<file path="src/rtl/sd_read_scheduler.sv">
// Arbitrates 512-byte SD sector reads among two audio refills and the tile loader,
// launches each read and steers returned bytes, with their index, to the owner's buffer.
module sd_read_scheduler #(
  parameter int SECTOR_BYTES   = 512,
  parameter int ADDR_W         = 24,
  parameter int TIMEOUT_CYCLES = 1000000,
  parameter int STARVE_LIMIT   = 4
) (
  input  logic                          clk_i,
  input  logic                          rst_i,
  input  logic [2:0]                    req_i,
  input  logic [3*ADDR_W-1:0]           req_addr_i,
  input  logic                          sd_byte_valid_i,
  input  logic [7:0]                    sd_byte_i,
  output logic [ADDR_W-1:0]             sd_input_address_o,
  output logic                          sd_read_start_o,
  output logic [2:0]                    grant_o,
  output logic                          wr_en_o,
  output logic [1:0]                    wr_sel_o,
  output logic [$clog2(SECTOR_BYTES)-1:0] wr_addr_o,
  output logic [7:0]                    wr_data_o,
  output logic [2:0]                    done_o,
  output logic [2:0]                    error_o,
  output logic [1:0]                    state_o
);

  localparam int CNT_W = $clog2(SECTOR_BYTES);
  localparam int TO_W  = $clog2(TIMEOUT_CYCLES + 1);
  localparam int ST_W  = $clog2(STARVE_LIMIT + 1);
  localparam logic [CNT_W-1:0] LAST_BYTE = CNT_W'(SECTOR_BYTES - 1);
  localparam logic [TO_W-1:0]  TO_LAST   = TO_W'(TIMEOUT_CYCLES - 1);
  localparam logic [ST_W-1:0]  ST_LIMIT  = ST_W'(STARVE_LIMIT);

  typedef enum logic [1:0] {IDLE, ISSUE, STREAM, FINISH} state_t;

  state_t             state_q, state_d;
  logic [2:0]         grant_q, grant_d;
  logic [1:0]         sel_q, sel_d;
  logic [ADDR_W-1:0]  addr_q, addr_d;
  logic               start_q, start_d;
  logic [CNT_W-1:0]   byte_cnt_q, byte_cnt_d;
  logic [TO_W-1:0]    to_cnt_q, to_cnt_d;
  logic               rr_q, rr_d;
  logic [ST_W-1:0]    starve_q, starve_d;
  logic               wr_en_q, wr_en_d;
  logic [1:0]         wr_sel_q, wr_sel_d;
  logic [CNT_W-1:0]   wr_addr_q, wr_addr_d;
  logic [7:0]         wr_data_q, wr_data_d;
  logic [2:0]         done_q, done_d;
  logic [2:0]         error_q, error_d;
  logic [1:0]         win;

  always_ff @(posedge clk_i or posedge rst_i) begin
    if (rst_i) begin
      state_q    <= IDLE;
      grant_q    <= '0;
      sel_q      <= '0;
      addr_q     <= '0;
      start_q    <= 1'b0;
      byte_cnt_q <= '0;
      to_cnt_q   <= '0;
      rr_q       <= 1'b0;
      starve_q   <= '0;
      wr_en_q    <= 1'b0;
      wr_sel_q   <= '0;
      wr_addr_q  <= '0;
      wr_data_q  <= '0;
      done_q     <= '0;
      error_q    <= '0;
    end else begin
      state_q    <= state_d;
      grant_q    <= grant_d;
      sel_q      <= sel_d;
      addr_q     <= addr_d;
      start_q    <= start_d;
      byte_cnt_q <= byte_cnt_d;
      to_cnt_q   <= to_cnt_d;
      rr_q       <= rr_d;
      starve_q   <= starve_d;
      wr_en_q    <= wr_en_d;
      wr_sel_q   <= wr_sel_d;
      wr_addr_q  <= wr_addr_d;
      wr_data_q  <= wr_data_d;
      done_q     <= done_d;
      error_q    <= error_d;
    end
  end

  always_comb begin
    state_d    = state_q;
    grant_d    = grant_q;
    sel_d      = sel_q;
    addr_d     = addr_q;
    start_d    = 1'b0;
    byte_cnt_d = byte_cnt_q;
    to_cnt_d   = to_cnt_q;
    rr_d       = rr_q;
    starve_d   = starve_q;
    wr_en_d    = 1'b0;
    wr_sel_d   = wr_sel_q;
    wr_addr_d  = wr_addr_q;
    wr_data_d  = wr_data_q;
    done_d     = '0;
    error_d    = '0;
    win        = 2'd0;
    case (state_q)
      IDLE: begin
        if (|req_i) begin
          // Tiles only beat pending audio once audio has taken STARVE_LIMIT grants in a row.
          if (req_i[2] && (!(req_i[0] || req_i[1]) || starve_q == ST_LIMIT)) begin
            win      = 2'd2;
            starve_d = '0;
          end else begin
            if (req_i[0] && req_i[1]) win = {1'b0, rr_q};
            else                      win = req_i[0] ? 2'd0 : 2'd1;
            rr_d     = ~win[0];
            starve_d = req_i[2] ? starve_q + 1'b1 : '0;
          end
          sel_d   = win;
          grant_d = 3'b001 << win;
          addr_d  = req_addr_i[32'(win)*ADDR_W +: ADDR_W];
          start_d = 1'b1;
          state_d = ISSUE;
        end
      end
      ISSUE: begin
        byte_cnt_d = '0;
        to_cnt_d   = '0;
        state_d    = STREAM;
      end
      STREAM: begin
        if (sd_byte_valid_i) begin
          wr_en_d    = 1'b1;
          wr_sel_d   = sel_q;
          wr_addr_d  = byte_cnt_q;
          wr_data_d  = sd_byte_i;
          byte_cnt_d = byte_cnt_q + 1'b1;
          to_cnt_d   = '0;
          if (byte_cnt_q == LAST_BYTE) begin
            done_d  = grant_q;
            state_d = FINISH;
          end
        end else if (to_cnt_q == TO_LAST) begin
          error_d = grant_q;
          grant_d = '0;
          state_d = IDLE;
        end else begin
          to_cnt_d = to_cnt_q + 1'b1;
        end
      end
      FINISH: begin
        grant_d = '0;
        state_d = IDLE;
      end
      default: state_d = IDLE;
    endcase
  end

  assign sd_input_address_o = addr_q;
  assign sd_read_start_o    = start_q;
  assign grant_o            = grant_q;
  assign wr_en_o            = wr_en_q;
  assign wr_sel_o           = wr_sel_q;
  assign wr_addr_o          = wr_addr_q;
  assign wr_data_o          = wr_data_q;
  assign done_o             = done_q;
  assign error_o            = error_q;
  assign state_o            = state_q;

endmodule

</file>
<file path="config.mk">
export PLATFORM = sky130hd
export DESIGN_NAME = sd_read_scheduler
export DESIGN_NICKNAME = d
export VERILOG_FILES = /design/src/rtl/sd_read_scheduler.sv
export SDC_FILE = /design/constraint.sdc
export NUM_CORES = 1
export LEC_CHECK = 0
export CAP_MARGIN = 20
export CORE_ASPECT_RATIO = 1.25
export CORE_MARGIN = 3
export CORE_UTILIZATION = 50
export CTS_BUF_LIST = sky130_fd_sc_hd__clkbuf_4 sky130_fd_sc_hd__clkbuf_8 sky130_fd_sc_hd__clkbuf_16
export CTS_CLUSTER_SIZE = 20
export DETAILED_ROUTE_END_ITERATION = 10
export PLACE_DENSITY = 0.85
export SLEW_MARGIN = 10
export SYNTH_ARGS = -nofsm -noshare
export SYNTH_HDL_FRONTEND = slang
export SYNTH_SLANG_ARGS = --single-unit
</file>
<file path="constraint.sdc">
create_clock -name clk_i -period 4.6 [get_ports clk_i]
set_input_delay 0.92 -clock clk_i [delete_from_list [all_inputs] [get_ports clk_i]]
set_output_delay 0.92 -clock clk_i [all_outputs]
set_load 0.03 [all_outputs]
</file>
==> summary.md <==
| Metric | Value |
|---|---|
| Skew final | 0.00986 ns |
| Worst-path clk slew | 0.08 ns |
| Synthesized area | 0.00448 mm2 |
| Prevailing post-synth register cell | dfrtp_1 |
| Mapped Nets | 588 |
| Mean Syn Cell Area | 9.01 um2 |
| DR vias | 4078 |
| Hold bufs inserted after CTS | 0 |
| Placed insts | 733 |
| Detailed Place HPWL | 8.46 mm |
| Final GP Congestion | 0.808 |
| GRT overflow | 0 |
| IR drop worst, VDD | 0.307 mV |
| RSZ-0062 raised after global routing | false |
| Postcts setup bufs | 0 |
| Tot GR Track Use | 0.233 |
| Final worst path period share | 0.733 |
| Initial antenna violation count | 0 |
| Max-cap violations | 0 |
| Post-synth EDFFs | 0 |
| DIE HEIGHT | 112 um |
| Initial core utilization | 0.515 |
| Die X | 90.6 um |
| Finished Layout Cells | 748 |
| Critical path arrival | 3.62 ns |
| Crit-path max FO | 27 |
| # IOs | 142 |
| FILL cells | 649 |
| Critical path type | in2reg |
| Hold Fails Final Rpt | 0 |
| Synthesis warning total | 0 |
| Synth area leaders | dfrtp_1 51%, nand2_1 12%, o21ai_0 8.9%, mux2i_1 5.6%, and3_1 1.5% |
| Finish-stage setup viols | 0 |
| Synth area leader | dfrtp_1 |
| Crit path capture type | register |
| Sink Count | 91 |
| Slew Viols, Final | 0 |
| Routed WL | 11.3 mm |
| Pleak | 2.75 nW |
| 1st-iter DRT viols | 273 |
| PD cells | 540 mW/mm2 |
| Hold Crit Class | reg2reg |
| CTS tree | done |
| Die Area | 0.0101 mm2 |
| P&R area growth vs syn | 37.2% |
| Post-CTS Resized | 0 |
| Buffers added on ports | 141 |
| Num CTS Buffers | 9 |
| 1st-pass router iterations | 5 |
| DRC | 0 |
| Post-synth ARST share | 1.00 |
| Root Driver | clkbuf_8 |
| Yosys top cell area share | 0.509 |
| Slew @ Worst Pin | 1.08 ns |
| Row Count | 38 |
| Post-layout minimum cycle time | 3.37 ns |
| Peak Freq | 297 MHz |
| Cells after synthesis | 497 |
| First-pass GRT wire length | 19.0 mm |
| Antenna diode instance count | 0 |
| Storage cell area | 0.00228 mm2 |
| Fin Setup TNS | 0 ns |
| Largest net degree at the start of global routing | 54 |
| Rel. slew slack | 0.276 |
| Worst-Skew Late Latency | 0.36 ns |
| Startpoint types | primary input |
| Required time worst endpoint | 4.85 ns |
| Maximum clock insertion buffer count | 2 |
| Vias per inst | 5.45 |
| Core area | 0.00870 mm2 |
| Final ANT Viol Nets | 0 |
| Area occupied by multi-input gates | 0.00202 mm2 |
| Status | finished, final reports clean |
| Sequential area share after synthesis | 0.509 |
| DR WL/cell | 15.1 um |
| Register bit total from synthesis | 91 |
| Final net count | 715 |
| CTS H-tree lvls | 3 |
| Synth unique cells | 49 |
| Vias in the first global route | 3995 |
| Layout cells sized above 1 | 0.0557 |
[flip-flops by register name, indices dropped and copies added, names as in the netlist, 8 cells and up]
name and flops:
byte_cnt_q 9, sd_input_address_o 24, to_cnt_q 20, wr_addr_o 9, wr_data_o 8
[worst max-delay path: stages]
cell,delay [ns]
clkdlybuf4s50_1,0.61
nand2b_4,0.19
or2_1,0.11
buf_4,0.26
inv_4,0.17
a21o_4,0.25
o31ai_4,0.73
nand2_2,0.13
a32o_1,0.23
[cell families after synthesis]
logic type / Yosys count / synth area share
adder cells (fa/ha/maj): 5 / 0.0140
multiplexers: 26 / 0.0584
AND/OR/NAND/NOR: 201 / 0.203
flip-flops: 91 / 0.509
buffers and inverters: 42 / 0.0433
AO/OA/AOI/OAI: 131 / 0.171
XOR/XNOR: 1 / 0.00196
[layout by cell type, fill, tap and decap left out, types with 6 or more instances in the layout]
cell,instances
dfrtp_1,91
clkdlybuf4s50_1,141
mux2i_1,25
o21ai_0,80
nor3_1,6
nor2_1,10
a31oi_1,8
o31ai_1,7
nand3_1,12
o21ai_1,9
inv_1,8
and3_1,11
clkbuf_8,11
a21oi_1,9
nand2_1,138
[Yosys cell counts, types with 2 or more instances]
library cell	n
o41ai_1	3
o31a_1	2
or2_1	2
mux2i_1	25
o31ai_1	7
o21ai_0	80
ha_1	5
o2bb2ai_1	2
o211ai_1	2
and3_1	11
or3_1	3
inv_2	2
buf_4	2
and2_1	5
a31oi_1	8
nand2_1	138
nand4_1	4
nor2_1	10
inv_1	9
o21ai_1	9
clkbuf_1	17
buf_6	2
dfrtp_1	91
a21oi_1	9
nand3_1	12
nor3_1	6
buf_2	9
[where the power goes]
part / total (mW) / internal (mW) / switching [mW] / leakage (nW)
logic: 1.55 / 0.606 / 0.942 / 1.45
clock network: 0.557 / 0.290 / 0.267 / 0.106
registers: 1.21 / 1.02 / 0.191 / 1.19
[metrics by stage]
step / utilization / cell area, um2 / power [mW] / hold slack [ns] / setup WS (ns)
floorplan: - / 4480 / 2.17 / 0.438 / 1.32
global placement: 0.683 / 5940 / 2.73 / 0.454 / 0.965
detailed placement: 0.683 / 5940 / 2.78 / 0.454 / 0.875
CTS: 0.706 / 6140 / 3.34 / 0.474 / 1.27
global route: 0.706 / 6140 / 3.52 / 0.496 / 1.06
finish: 0.706 / 6140 / 3.32 / 0.474 / 1.23
[path summary, 6_finish.rpt]
| path | from | to | slack, ns | cells after the start |
|---|---|---|---|---|
| max | sd_byte_valid_i | grant_o[0]$_DFFE_PP0P_ | 1.23 | 9 |
| min | sel_q[0]$_DFFE_PP0P_ | wr_sel_o[0]$_DFFE_PP0P_ | 0.47 | 2 |
| max reg2reg | state_o[0]$_DFFE_PP0P_ | grant_o[0]$_DFFE_PP0P_ | 1.73 | 8 |
| min reg2reg | sel_q[0]$_DFFE_PP0P_ | wr_sel_o[0]$_DFFE_PP0P_ | 0.47 | 2 |
| max in group asynchronous | rst_i | sd_input_address_o[17]$_DFFE_PP0P_ | 2.75 | 3 |
| min in group asynchronous | rst_i | sd_input_address_o[5]$_DFFE_PP0P_ | 1.04 | 2 |
[area by class of cell]
cell class	instances	share of cell area
inverters	12	0.00794
repair buffers	146	0.236
flip-flops and latches	91	0.371
multi-input cells	364	0.328
clock buffers	13	0.0271
well taps	120	0.0244
clock inverters	2	0.00570
[routing by layer]
| layer | wire [um] | part of all wire | up-vias | track usage |
|---|---|---|---|---|
| met1 | 4630 | 0.41 | 1929 | 0.284 |
| met2 | 5710 | 0.50 | 165 | 0.403 |
| met3 | 852 | 0.075 | 13 | 0.0689 |
| met5 | 0 | 0 | - | 0 |
| li1 | - | - | 1971 | - |
| met4 | 117 | 0.010 | 0 | 0.0582 |
Power figures use the tool's default switching activity.
